[config.mk]
export PLATFORM = sky130hd
export DESIGN_NAME = maria_bus_arbiter
export DESIGN_NICKNAME = d
export VERILOG_FILES = /design/src/rtl/maria_arb_pkg.sv /design/src/rtl/maria_hold_timer.sv /design/src/rtl/maria_bus_arbiter.sv
export SDC_FILE = /design/constraint.sdc
export NUM_CORES = 1
export LEC_CHECK = 0
export BUFFER_PORTS_ARGS = -buffer_cell sky130_fd_sc_hd__buf_2
export CAP_MARGIN = 20
export CELL_PAD_IN_SITES_DETAIL_PLACEMENT = 0
export CELL_PAD_IN_SITES_GLOBAL_PLACEMENT = 1
export CORE_MARGIN = 8
export CORE_UTILIZATION = 46
export CTS_BUF_LIST = sky130_fd_sc_hd__clkbuf_16
export DETAILED_ROUTE_END_ITERATION = 6
export PLACE_DENSITY = 0.79
export SKIP_LAST_GASP = 1
export SLEW_MARGIN = 40
export SYNTH_ARGS = -nofsm -noshare
export SYNTH_HDL_FRONTEND = slang
export SYNTH_SLANG_ARGS = --single-unit
[constraint.sdc]
create_clock -name sysclk -period 5 [get_ports sysclk]
set_clock_uncertainty 0.15 [all_clocks]
set_input_delay 0 -clock sysclk [delete_from_list [all_inputs] [get_ports sysclk]]
set_output_delay 0 -clock sysclk [all_outputs]
set_load 0.05 [all_outputs]
[src/rtl/maria_arb_pkg.sv]
`default_nettype none
// ============================================================================
// Module      : maria_arb_pkg
// Description : Shared types and constants for the Maria bus arbiter:
//               arbiter state encoding, parameter bounds and the default
//               per-grant hold budget.
// Revision    : 1.0 - initial release
// ============================================================================
package maria_arb_pkg;

   typedef enum logic [2:0] {
      IDLE      = 3'd0,
      HALT_WAIT = 3'd1,
      GRANT_ZP  = 3'd2,
      GRANT_DP  = 3'd3,
      GUARD_S   = 3'd4
   } arb_state_t;

   localparam int unsigned HALT_LAT_MIN     = 1;
   localparam int unsigned HALT_LAT_MAX     = 3;
   localparam int unsigned GUARD_MIN        = 1;
   localparam int unsigned GUARD_MAX        = 15;
   localparam int unsigned MAX_HOLD_DEFAULT = 454;

   // Keeps a configuration value inside its legal range so an out-of-range
   // override degrades to the nearest bound instead of breaking counters.
   function automatic int unsigned clamp_param(input int unsigned value,
                                               input int unsigned lo,
                                               input int unsigned hi);
      if (value < lo) return lo;
      if (value > hi) return hi;
      return value;
   endfunction

endpackage
`default_nettype wire

[src/rtl/maria_hold_timer.sv]
`default_nettype none
// ============================================================================
// Module      : maria_hold_timer
// Description : Per-grant hold budget counter. Cleared on every arbiter state
//               change, advances while a grant is active and flags expiry
//               when the budget's last cycle is reached.
// Revision    : 1.0 - initial release
// ============================================================================
module maria_hold_timer #(
   parameter int unsigned MAX_HOLD = maria_arb_pkg::MAX_HOLD_DEFAULT
) (
   input  logic sysclk,
   input  logic reset_b,
   input  logic clear,
   input  logic tick,
   output logic expired
);

   localparam int unsigned    c_width = $clog2(MAX_HOLD + 1);
   localparam logic [c_width-1:0] c_last = c_width'(MAX_HOLD - 1);

   logic [c_width-1:0] r_count;

   // Budget counter: clear has priority so a new grant always starts at zero
   always_ff @(posedge sysclk or negedge reset_b) begin
      if (!reset_b) begin
         r_count <= '0;
      end else if (clear) begin
         r_count <= '0;
      end else if (tick) begin
         r_count <= r_count + c_width'(1);
      end
   end

   assign expired = (r_count == c_last);

endmodule
`default_nettype wire

[src/rtl/maria_bus_arbiter.sv]
`default_nettype none
// ============================================================================
// Module      : maria_bus_arbiter
// Description : Arbitrates the shared address/data bus between the 6502 and
//               the Maria ZP/DP DMA engines. Halts the CPU, waits for a CPU
//               cycle boundary, grants one DMA at a time under a hold budget
//               and releases the CPU through a guard interval.
//               Optional macro ARB_STATS_EN adds the stolen_cycles output
//               (halted cycles per frame, latched on frame_start).
// Revision    : 1.0 - initial release
// ============================================================================
module maria_bus_arbiter
   import maria_arb_pkg::*;
#(
   parameter int unsigned HALT_LAT = 1,
   parameter int unsigned MAX_HOLD = MAX_HOLD_DEFAULT,
   parameter int unsigned GUARD    = 2
) (
   input  logic        sysclk,
   input  logic        reset_b,
   input  logic        enable,
   input  logic        cpu_cycle_end,
   input  logic        zp_req,
   input  logic        dp_req,
   input  logic        zp_done,
   input  logic        dp_done,
   input  logic        frame_start,
   output logic        halt_b,
   output logic        zp_grant,
   output logic        dp_grant,
   output logic        drive_AB,
   output logic        dma_kill,
   output logic        busy
`ifdef ARB_STATS_EN
   ,
   output logic [15:0] stolen_cycles
`endif
);

   localparam int unsigned c_halt_lat = clamp_param(HALT_LAT, HALT_LAT_MIN, HALT_LAT_MAX);
   localparam int unsigned c_guard    = clamp_param(GUARD, GUARD_MIN, GUARD_MAX);
   localparam int unsigned c_guard_w  = $clog2(c_guard + 1);
   localparam logic [1:0]  c_halt_last = 2'(c_halt_lat - 1);
   localparam logic [c_guard_w-1:0] c_guard_last = c_guard_w'(c_guard - 1);

   arb_state_t           r_state;
   arb_state_t           w_state_next;
   logic [1:0]           r_halt_cnt;
   logic [c_guard_w-1:0] r_guard_cnt;
   logic                 r_kill;
   logic                 w_kill_next;
   logic                 w_in_grant;
   logic                 w_timer_clear;
   logic                 w_hold_expired;

   assign w_in_grant    = (r_state == GRANT_ZP) || (r_state == GRANT_DP);
   assign w_timer_clear = (w_state_next != r_state);

   maria_hold_timer #(
      .MAX_HOLD (MAX_HOLD)
   ) u_hold_timer (
      .sysclk  (sysclk),
      .reset_b (reset_b),
      .clear   (w_timer_clear),
      .tick    (w_in_grant),
      .expired (w_hold_expired)
   );

   // Arbiter state register
   always_ff @(posedge sysclk or negedge reset_b) begin
      if (!reset_b) begin
         r_state <= IDLE;
      end else begin
         r_state <= w_state_next;
      end
   end

   // Next-state selection; a done in the budget's last cycle beats the kill
   always_comb begin
      w_state_next = r_state;
      w_kill_next  = 1'b0;
      case (r_state)
         IDLE: begin
            if (enable && (zp_req || dp_req)) begin
               w_state_next = HALT_WAIT;
            end
         end
         HALT_WAIT: begin
            if (!enable || (!zp_req && !dp_req)) begin
               w_state_next = GUARD_S;
            end else if (cpu_cycle_end && (r_halt_cnt == c_halt_last)) begin
               w_state_next = zp_req ? GRANT_ZP : GRANT_DP;
            end
         end
         GRANT_ZP: begin
            if (zp_done) begin
               w_state_next = (enable && dp_req) ? GRANT_DP : GUARD_S;
            end else if (w_hold_expired) begin
               w_state_next = GUARD_S;
               w_kill_next  = 1'b1;
            end
         end
         GRANT_DP: begin
            if (dp_done) begin
               w_state_next = (enable && zp_req) ? GRANT_ZP : GUARD_S;
            end else if (w_hold_expired) begin
               w_state_next = GUARD_S;
               w_kill_next  = 1'b1;
            end
         end
         GUARD_S: begin
            if (r_guard_cnt == c_guard_last) begin
               w_state_next = IDLE;
            end
         end
         default: begin
            w_state_next = IDLE;
         end
      endcase
   end

   // Counts CPU cycle boundaries seen while waiting for the halt to take hold
   always_ff @(posedge sysclk or negedge reset_b) begin
      if (!reset_b) begin
         r_halt_cnt <= 2'd0;
      end else if (r_state != HALT_WAIT) begin
         r_halt_cnt <= 2'd0;
      end else if (cpu_cycle_end) begin
         r_halt_cnt <= r_halt_cnt + 2'd1;
      end
   end

   // Counts cycles spent in the guard interval before the CPU is released
   always_ff @(posedge sysclk or negedge reset_b) begin
      if (!reset_b) begin
         r_guard_cnt <= '0;
      end else if (r_state == GUARD_S) begin
         r_guard_cnt <= r_guard_cnt + c_guard_w'(1);
      end else begin
         r_guard_cnt <= '0;
      end
   end

   // Registers the kill so it coincides with the first guard cycle
   always_ff @(posedge sysclk or negedge reset_b) begin
      if (!reset_b) begin
         r_kill <= 1'b0;
      end else begin
         r_kill <= w_kill_next;
      end
   end

   assign halt_b   = (r_state == IDLE);
   assign busy     = (r_state != IDLE);
   assign zp_grant = (r_state == GRANT_ZP);
   assign dp_grant = (r_state == GRANT_DP);
   assign drive_AB = w_in_grant;
   assign dma_kill = r_kill;

`ifdef ARB_STATS_EN
   logic [15:0] r_stolen_run;
   logic [15:0] r_stolen_latched;

   // Per-frame halted-cycle count; frame_start publishes and restarts it
   always_ff @(posedge sysclk or negedge reset_b) begin
      if (!reset_b) begin
         r_stolen_run     <= 16'd0;
         r_stolen_latched <= 16'd0;
      end else if (frame_start) begin
         r_stolen_latched <= r_stolen_run;
         r_stolen_run     <= busy ? 16'd1 : 16'd0;
      end else if (busy && (r_stolen_run != 16'hFFFF)) begin
         r_stolen_run <= r_stolen_run + 16'd1;
      end
   end

   assign stolen_cycles = r_stolen_latched;
`else
   logic w_unused_frame_start;
   assign w_unused_frame_start = frame_start;
`endif

endmodule
`default_nettype wire

==> results of run 1 <==
-- logic make-up after synthesis --
family | Yosys count | synth area share
mux | 2 | 0.0187
flops | 17 | 0.398
compound gates | 16 | 0.137
simple gates | 49 | 0.266
xor+xnor | 9 | 0.0738
fa+ha+maj | 4 | 0.0468
buf+inv | 11 | 0.0597
-- path summary, 6_finish.rpt --
| path | from | end | slack, ns | cells past startpoint |
|---|---|---|---|---|
| max | r_state[2] | u_hold_timer.r_count[1] | 2.98 | 5 |
| max in group asynchronous | reset_b | u_hold_timer.r_count[8] | 4.36 | 2 |
| min | zp_req | r_state[0] | 0.04 | 3 |
| max reg2reg | r_state[2] | u_hold_timer.r_count[1] | 2.98 | 5 |
| min reg2reg | r_guard_cnt[0] | r_guard_cnt[0] | 0.29 | 1 |
| min in group asynchronous | reset_b | r_halt_cnt[1] | 0.05 | 2 |
-- final cells by class --
| type | count | area share |
|---|---|---|
| clock inverters | 1 | 0.00400 |
| flip-flops and latches | 17 | 0.340 |
| well taps | 28 | 0.0280 |
| clock buffers | 3 | 0.0600 |
| multi-input cells | 80 | 0.463 |
| inverters | 7 | 0.0210 |
| repair buffers | 17 | 0.0840 |
-- sequential cells by signal (all words and copies together) (netlist names) --
signal,flops
dma_kill,1
r_guard_cnt,2
r_halt_cnt,2
r_state,3
u_hold_timer.r_count,9
-- timing repair --
action                                 4_1_cts  5_1_grt
gates resized for setup                      0        0
hold buffers                                 4        0
endpoints found under the hold margin       22        0
-- cells in the mapped netlist (2+ instances only) --
library cell and n:
and3_1 4, buf_2 2, dfrtp_1 17, ha_1 4
inv_1 6, mux2i_1 2, nand2_1 8, nand3_1 2
nand4_1 5, nor2_1 18, nor3_1 2, o21ai_0 4
o311ai_0 2, xnor2_1 2, xor2_1 7
-- power by group through the flow --
stage               sequential (mW)  clock [mW]  combinational, mW
floorplan                     0.167           0              0.167
global placement              0.185           0              0.181
detailed placement            0.185           0              0.184
CTS                           0.183       0.165              0.187
global route                  0.188       0.172              0.204
finish                        0.183       0.161              0.184
-- through the flow --
stage,cell area [µm²],setup slack [ns],power (mW),util
floorplan,1070,2.81,0.333,-
global placement,1130,3.00,0.366,0.511
detailed placement,1130,2.98,0.369,0.511
CTS,1250,2.96,0.535,0.566
global route,1250,2.85,0.564,0.566
finish,1250,2.98,0.527,0.566
-- worst register-to-register path, delay by kind of cell, from the launching register on --
family          cells  cell delay (ns)
compound gates      2             0.55
flops               1             0.50
simple gates        3             0.74
-- per-layer routing --
metal,wire length [µm],vias to the layer above,share of wire
li1,-,420,-
met1,1020,399,0.46
met2,1030,26,0.47
met3,106,6,0.048
met4,51,0,0.023
met5,0,-,0
-- layout by cell type, fill, tap and decap left out, drive strengths merged, types with 3 or more instances in the layout --
master | netlist | final
clkbuf | 0 | 3
nand2 | 8 | 8
dfrtp | 17 | 17
o21ai | 4 | 4
ha | 4 | 4
xor2 | 7 | 7
dlygate4sd3 | 0 | 4
nor2 | 18 | 18
buf | 4 | 13
and3 | 4 | 4
nand4 | 6 | 6
inv | 7 | 7
==> results by group, run 1 <==
Timing
  – Final worst-path cycle share: 0.405
  – Slew margin rel.: 0.737
  – Worst slew pin tran: 0.395 ns
  – Final Slew Violations: 0
  – Final hold vios: 0
  – Post-layout min period: 2.02 ns
  – Setup_tns: 0 ns
  – Setup violators final: 0
  – Hold_ws: 0.0403 ns
  – Fmax: between 0.4 and 0.5 GHz
  – RSZ-0062 raised after global routing: no

CTS
  – Clk_lat worst skew: between 0.2 and 0.3 ns
  – Setup repair bufs after CTS: 0
  – TritonCTS Buffers: 3
  – Root buf cell: clkbuf_16
  – Clock-pin slew on the worst setup and hold paths: roughly 0.05 ns
  – H-tree depth: 1
  – Clock tree sinks: 17
  – Clock buffer depth: 2
  – CTS tree: built

Floorplanning
  – Initial Util: 0.483
  – Full die area: 0.00412 mm²
  – Num ports: 15
  – Placeable Area: 0.00221 mm²
  – Die Y: roughly 64 µm
  – Cell Rows: 17
  – Chip Width: 64.2 µm

Drt
  – Vias: around 850
  – First-pass detailed-route iteration total: 4
  – Final wirelength: 2210 µm
  – Vias per inst: ~5.6
  – Routed Antenna Nets: 0
  – Post-DR wirelength/cell: 14.4 µm
  – DRC errors left: 0
  – Iteration-0 DRC Markers: 26

Power
  – Psw: 0.198 mW
  – Pwr/cell area: approximately 420 mW/mm²
  – Comb power frac: 0.348
  – Internal Pwr Total: ~0.33 mW
  – Clk network pwr share: 0.305
  – Peak VDD IR: 258 µV
  – Switching share of power: 0.376
  – Leak: 0.563 nW
  – Sequential share of power: 0.347

Place
  – RePlAce Congestion: ~0.80
  – Port bufs: 13
  – Inst Count DP: 145
  – DPL Wire Length: 1600 µm

Yosys
  – Top_reg_cell synth: dfrtp_1
  – Syn_area_per_cell: 9.89 µm²
  – Post-synth EDFFs: 0
  – Yosys cell types: 38
  – Sequential element share of the synthesized area: 0.398
  – Cell taking the most area after synthesis: dfrtp_1
  – Yosys Warn Count: 0
  – Flops & latches, synth: 17
  – Mapped Cells: 108
  – Syn nets: about 120
  – Share of the synthesized area in the top cell type: 0.398
  – Post-synthesis cell area: 0.00107 mm²
  – Synth top area cells: dfrtp_1, nor2_1, xor2_1
  – Async set-or-reset flop fraction in the synthesized netlist: 1.00

Worst setup path
  – Critical path type: flip-flop to flip-flop
  – WP buf/inv: 0
  – Critical path data arrival time: slightly above 2 ns
  – WP data required: around 5.0 ns
  – Startpoint class of the critical path: flip-flop
  – CP top delay family: simple AND/OR/NAND/NOR gates
  – Crit. End Element: flip-flop
  – CP max-delay cell: dfrtp_1
  – Max incr delay on CP: 0.50 ns
  – Crit path cell chain: and2b_4 -> nand2_1 -> o2111ai_1 -> nand4_4 -> a211oi_2
  – Max Fanout on Critical Path: 12

GRT
  – Vias in the first global route: 875
  – GRT busiest layer: met2
  – GRT Util Overall: 0.122
  – Met3 Track Usage GR: 0.0279
  – Initial antenna violation count: 0
  – Grt ovf: 0
  – Grt met1 use: 0.159
  – Met2 Use GR: 0.182
  – First-pass GRT wire length: 4110 µm
  – Largest net degree at the start of global routing: 18

Cells and area
  – Sequential standard cell area: 425 µm²
  – Share of layout cells above drive strength 1: 0.216
  – Multi-input gate area in the final layout: 579 µm²
  – Fin cells: 153
  – Nets: 139
  – Fillers: 208
  – # diodes: 0
  – P&R area growth vs syn: 17.1%

Hold path
  – Hold WC Path Type: primary input to flip-flop

Run
  – Max-cap check violation count: 0

Run status
  – Status: complete, no violations
(Power assumes the default switching activity.)
==> run 2: changes to the inputs <==
--- a/config.mk
+++ b/config.mk
@@ -10,10 +10,10 @@
 export CELL_PAD_IN_SITES_DETAIL_PLACEMENT = 0
 export CELL_PAD_IN_SITES_GLOBAL_PLACEMENT = 1
 export CORE_MARGIN = 8
-export CORE_UTILIZATION = 46
+export CORE_UTILIZATION = 43
 export CTS_BUF_LIST = sky130_fd_sc_hd__clkbuf_16
 export DETAILED_ROUTE_END_ITERATION = 6
-export PLACE_DENSITY = 0.79
+export PLACE_DENSITY = 0.74
 export SKIP_LAST_GASP = 1
 export SLEW_MARGIN = 40
 export SYNTH_ARGS = -nofsm -noshare
==> constraint.sdc (replaced) <==
create_clock -name sysclk -period 2.1 [get_ports sysclk]
set_clock_uncertainty 0.15 [all_clocks]
set_input_delay 0 -clock sysclk [delete_from_list [all_inputs] [get_ports sysclk]]
set_output_delay 0 -clock sysclk [all_outputs]
set_load 0.05 [all_outputs]
==> run 2 against run 1 <==
  * First-iteration DRC count increased by 19%
  * Design area grew 1.8%
  * Sequential share of layout area shrank 0.60 points
  * Non-clock buffer count up 1
  * Power is 140% higher
==> results by group, run 2 (synthesized netlist as in run 1, its figures left out) <==
Run status
  – Status: complete, no violations

Floorplanning
  – Initial Util: 0.443 (-0.0396)
  – Cell Rows: 18 (+1)
  – Full die area: 0.00434 mm² (+5.2%)
  – Die Y: 65.9 µm (+2.6%)
  – Num ports: 15 (unchanged)
  – Placeable Area: 0.00241 mm² (+8.9%)
  – Chip Width: 65.9 µm (+2.6%)

Place
  – DPL Wire Length: 1640 µm (+2.6%)
  – Port bufs: 13 (unchanged)
  – RePlAce Congestion: 0.827 (+3.3%)

Power
  – Post-route total power: 1.27 mW (+140%)
  – Pwr/cell area: 1000 mW/mm² (+140%)
  – Leak: 0.569 nW (+1.1%)
  – Peak VDD IR: 866 µV (+240%)

Drt
  – Iteration-0 DRC Markers: 31 (+19%)
  – Vias: 861 (+1.2%)
  – First-pass detailed-route iteration total: 4 (unchanged)
  – Post-DR wirelength/cell: 13.9 µm (-3.3%)
  – Vias per inst: 5.52 (-0.77%)
  – Routed Antenna Nets: 0 (unchanged)
  – Final wirelength: 2180 µm (-1.4%)
  – DRC errors left: 0 (unchanged)

GRT
  – First-pass GRT wire length: 3840 µm (-6.4%)
  – Vias in the first global route: 899 (+2.7%)
  – Initial antenna violation count: 0 (unchanged)
  – Largest net degree at the start of global routing: 18 (unchanged)
  – Grt ovf: 0 (unchanged)
  – GRT Util Overall: 0.113 (-0.00928)

CTS
  – Clock tree sinks: 17 (unchanged)
  – Setup repair bufs after CTS: 0 (unchanged)
  – TritonCTS Buffers: 3 (unchanged)
  – Clock buffer depth: 2 (unchanged)
  – Root buf cell: clkbuf_16
  – Clk_lat worst skew: 0.25 ns (about the same)
  – CTS tree: built
  – Clock-pin slew on the worst setup and hold paths: 0.05 ns (about the same)
  – H-tree depth: 1 (unchanged)

Worst setup path
  – WP data required: 2.11 ns (-2.91 ns)
  – Startpoint class of the critical path: flip-flop
  – WP buf/inv: 0 (unchanged)
  – Max incr delay on CP: 0.41 ns (-0.09 ns)
  – Critical path data arrival time: 1.98 ns (-0.06 ns)
  – Worst flop-to-flop path endpoint: u_hold_timer.r_count[1]
  – R2R Setup Slk: 0.13 ns (-2.85 ns)
  – CP top delay family: compound AO/OA/AOI/OAI gates
  – RR Startpoint: u_hold_timer.r_count[0]
  – Critical path type: flip-flop to flip-flop
  – Crit path cell chain: ha_1 -> nand4b_1 -> o21ai_0 -> a31oi_1 -> nand4_4 -> a211oi_2
  – Max Fanout on Critical Path: 9 (-3)
  – Reg2Reg Depth: 6 (+1)
  – Crit. End Element: flip-flop
  – CP max-delay cell: dfrtp_1

Timing
  – Slew margin rel.: 0.712 (-0.0250)
  – Worst slew pin tran: 0.432 ns (+0.0374 ns)
  – Final Slew Violations: 0 (unchanged)
  – Setup_tns: 0 ns (unchanged)
  – Final hold vios: 0 (unchanged)
  – Fmax: 0.507 GHz (+2.5%)
  – RSZ-0062 raised after global routing: no
  – Final worst-path cycle share: 0.940 (+0.535)
  – Setup violators final: 0 (unchanged)
  – Post-layout min period: 1.97 ns (-0.0500 ns)
  – Hold_ws: 0.0489 ns (+0.00860 ns)

Cells and area
  – Share of layout cells above drive strength 1: 0.230 (+0.0142)
  – Biggest regs: u_hold_timer.r_count: 9 flops, r_state: 3 flops
  – # diodes: 0 (unchanged)
  – Max reg flops: 9 (unchanged)
  – Nets: 140 (+0.72%)
  – Fillers: 235 (+13%)
  – P&R area growth vs syn: 19.2%
  – Top reg by flops: u_hold_timer.r_count
  – Most frequent cells in the layout: nor2_1, dfrtp_1, buf_2
  – Most common cell after layout, fill and taps aside: nor2_1

Hold path
  – Hold WC Path Type: primary input to async pin

Run
  – Max-cap check violation count: 0 (unchanged)
[run 2: final cells by class]
cell class | count | area [µm²] | area share
repair buffers | 18 | 113 | 0.0884
clock inverters | 1 | 5.00 | 0.00393
flip-flops and latches | 17 | 425 | 0.334
multi-input cells | 80 | 592 | 0.465
well taps | 30 | 37.5 | 0.0295
inverters | 7 | 26.3 | 0.0206
clock buffers | 3 | 75.1 | 0.0589
[run 2: worst max path at each step]
stage                            startpoint  cells after the start  slack (ns)                 endpoint
global placement    u_hold_timer.r_count[0]                      6        0.16  u_hold_timer.r_count[1]
detailed placement  u_hold_timer.r_count[0]                      6        0.11  u_hold_timer.r_count[1]
global route        u_hold_timer.r_count[0]                      6       0.007  u_hold_timer.r_count[1]
floorplan                        r_state[0]                      5        0.12  u_hold_timer.r_count[1]
CTS                 u_hold_timer.r_count[0]                      6        0.10  u_hold_timer.r_count[1]
finish              u_hold_timer.r_count[0]                      6        0.13  u_hold_timer.r_count[1]
[run 2: timing repair]
action | 4_1_cts | 5_1_grt
hold endpoints to repair | 22 | 0
setup endpoints to repair | 0 | 1
hold buffers | 4 | 0
gates resized for setup | 0 | 1
[run 2: power by group]
| part | switching (mW) | internal (mW) | total, mW |
|---|---|---|---|
| Clock | 0.123 | 0.255 | 0.378 |
| Combinational | 0.299 | 0.173 | 0.472 |
| Sequential | 0.0554 | 0.369 | 0.424 |
[run 2: metrics by stage]
stage	setup slack (ns)	utilization	cell area (µm²)	cells
after detailed placement	0.113	0.476	1150	148
final	0.126	0.529	1270	156
after global routing	0.00741	0.529	1270	156
after global placement	0.162	0.476	1150	148
after CTS	0.101	0.526	1270	156
after floorplan	0.117	-	1070	108
[run 2: layer usage]
layer  GRT usage  vias up  share of wire
met5           0        -              0
met4      0.0572        0          0.016
met1       0.139      418           0.46
met3      0.0254        4          0.051
li1            -      419              -
met2       0.179       20           0.48
[run 2: worst register-to-register path: stages, from the launching register on]
cell and delay, ns:
dfrtp_1 0.41, ha_1 0.21, nand4b_1 0.22, o21ai_0 0.12
a31oi_1 0.31, nand4_4 0.23, a211oi_2 0.25
==> run 3: changes to the inputs <==
--- a/config.mk
+++ b/config.mk
@@ -7,12 +7,11 @@
 export LEC_CHECK = 0
 export BUFFER_PORTS_ARGS = -buffer_cell sky130_fd_sc_hd__buf_2
 export CAP_MARGIN = 20
-export CELL_PAD_IN_SITES_DETAIL_PLACEMENT = 0
-export CELL_PAD_IN_SITES_GLOBAL_PLACEMENT = 1
 export CORE_MARGIN = 8
-export CORE_UTILIZATION = 43
+export CORE_UTILIZATION = 55
 export CTS_BUF_LIST = sky130_fd_sc_hd__clkbuf_16
 export DETAILED_ROUTE_END_ITERATION = 6
+export GPL_TIMING_DRIVEN = 0
 export PLACE_DENSITY = 0.74
 export SKIP_LAST_GASP = 1
 export SLEW_MARGIN = 40
==> run 3 against run 2 <==
  * Critical path depth unchanged
  * Cell count decreased by 0.64%
  * Wire length increased by 7.3%
  * Flip-flop and latch count unchanged
  * Largest cell class unchanged
  * Largest power group unchanged
  * Worst setup slack got worse by 0.011 ns
  * Critical path type unchanged
==> results by group, run 3 (synthesized netlist as in run 1, its figures left out) <==
Run status
  – Status: complete, no violations

Power
  – Post-route total power: 1.30 mW (+1.9%)
  – Leak: 0.583 nW (+2.5%)
  – Pwr/cell area: 1000 mW/mm² (+0.12%)
  – Peak VDD IR: 805 µV (-7.0%)

Drt
  – First-pass detailed-route iteration total: 4 (unchanged)
  – Post-DR wirelength/cell: 15.1 µm (+8.0%)
  – Iteration-0 DRC Markers: 45 (+45%)
  – Vias: 888 (+3.1%)
  – Routed Antenna Nets: 0 (unchanged)
  – Vias per inst: 5.73 (+3.8%)
  – DRC errors left: 0 (unchanged)
  – Final wirelength: 2330 µm (+7.3%)

Place
  – Port bufs: 13 (unchanged)
  – Pre-CTS WS: 0.0925 ns (-0.0206 ns)
  – Inst Count DP: 148 (unchanged)
  – DPL Wire Length: 1670 µm (+1.9%)
  – Area after DPL: 0.00117 mm² (+2.3%)
  – RePlAce Congestion: 0.857 (+3.6%)

Cells and area
  – Final Util: 0.682 (+0.153)
  – # diodes: 0 (unchanged)
  – Top reg by flops: u_hold_timer.r_count
  – Nets: 142 (+1.4%)
  – P&R area growth vs syn: 21.3%
  – Share of layout cells above drive strength 1: 0.258 (+0.0277)
  – Most frequent cells in the layout: nor2_1, dfrtp_1, buf_2
  – Biggest regs: u_hold_timer.r_count: 9 flops, r_state: 3 flops
  – Fin cells: 155 (-0.64%)
  – Most common cell after layout, fill and taps aside: nor2_1
  – Design Area, Final: 0.00130 mm² (+1.8%)
  – Max reg flops: 9 (unchanged)

Worst setup path
  – WP data required: 2.11 ns (about the same)
  – Startpoint class of the critical path: flip-flop
  – Reg2Reg Depth: 6 (unchanged)
  – Crit. End Element: flip-flop
  – Critical path data arrival time: 2.00 ns (+0.02 ns)
  – Critical path type: flip-flop to flip-flop
  – Max Fanout on Critical Path: 9 (unchanged)
  – R2R Setup Slk: 0.12 ns (about the same)

Hold path
  – Hold WC Path Type: primary input to flip-flop
  – Hold depth: 4

Timing
  – Setup violators final: 0 (unchanged)
  – Setup_tns: 0 ns (unchanged)
  – Final hold vios: 0 (unchanged)
  – RSZ-0062 raised after global routing: no
  – Final worst-path cycle share: 0.945 (+0.00524)
  – Post-layout min period: 1.98 ns (+0.0110 ns)
  – Final Slew Violations: 0 (unchanged)
  – Worst slew pin tran: 0.378 ns (-0.0544 ns)
  – Slew margin rel.: 0.748 (+0.0363)
  – Fmax: 0.504 GHz (-0.55%)
  – Worst setup margin: 0.115 ns (-0.0110 ns)
  – Hold_ws: 0.0375 ns (-0.0115 ns)

GRT
  – Initial antenna violation count: 0 (unchanged)
  – Largest net degree at the start of global routing: 18 (unchanged)
  – GRT Util Overall: 0.144 (+0.0315)
  – First-pass GRT wire length: 3900 µm (+1.4%)
  – Grt ovf: 0 (unchanged)
  – Vias in the first global route: 868 (-3.4%)

Floorplanning
  – Full die area: 0.00361 mm² (-17%)
  – Initial Util: 0.562 (+0.118)
  – Chip Width: 60.1 µm (-8.8%)
  – Num ports: 15 (unchanged)
  – Die Y: 60.1 µm (-8.8%)
  – Cell Rows: 16 (-2)
  – Placeable Area: 0.00190 mm² (-21%)

CTS
  – Clock tree sinks: 17 (unchanged)
  – Setup repair bufs after CTS: 0 (unchanged)
  – CTS tree: built
  – Root buf cell: clkbuf_16
  – Clock-pin slew on the worst setup and hold paths: 0.05 ns (about the same)
  – TritonCTS Buffers: 3 (unchanged)
  – Clock buffer depth: 2 (unchanged)
  – H-tree depth: 1 (unchanged)
  – Clk_lat worst skew: 0.25 ns (about the same)

Run
  – Max-cap check violation count: 0 (unchanged)
[run 3: changes by cell type in the layout (fill, tap and decap cells not counted), sizes merged]
| cell | delta |
|---|---|
| buf | +3 |
| dlygate4sd3 | -1 |
[run 3: critical path, cell delays in order (launching register included)]
cell and delay, ns:
dfrtp_1 0.42, ha_1 0.21, nand4b_1 0.23, o21ai_0 0.15
a31oi_2 0.29, nand4_4 0.20, a211oi_2 0.23
[run 3: cell type report]
cell class,instances,area [µm²]
fillers,155,606
multi-input cells,80,598
flip-flops and latches,17,425
repair buffers,16,95.1
clock buffers,3,75.1
plain buffers,4,37.5
well taps,27,33.8
inverters,7,26.3
clock inverters,1,5.00
[run 3: final timing paths]
| path | from | endpoint |
|---|---|---|
| max | u_hold_timer.r_count[0] | u_hold_timer.r_count[1] |
| min | zp_done | dma_kill |
| max reg2reg | u_hold_timer.r_count[0] | u_hold_timer.r_count[1] |
| min reg2reg | r_guard_cnt[0] | r_guard_cnt[0] |
| max in group asynchronous | reset_b | r_state[2] |
| min in group asynchronous | reset_b | r_halt_cnt[1] |
[run 3: per-layer routing]
layer | vias up | routed length, µm | share of wire | GRT usage
met5 | - | 0 | 0 | 0
met4 | 0 | 19 | 0.0081 | 0.0442
met3 | 4 | 113 | 0.048 | 0.0366
met2 | 23 | 1200 | 0.51 | 0.240
met1 | 435 | 1000 | 0.43 | 0.176
li1 | 426 | - | - | -
[run 3: what timing repair did]
item                       CTS  global route
hold endpoints to repair    21             0
setup endpoints to repair    0             1
hold buffers                 3             0
gates resized for setup      0             2
[run 3: report_power, final]
group	switching (mW)	internal [mW]
clock network	0.127	0.255
registers	0.0353	0.369
logic	0.327	0.186
total	0.489	0.809
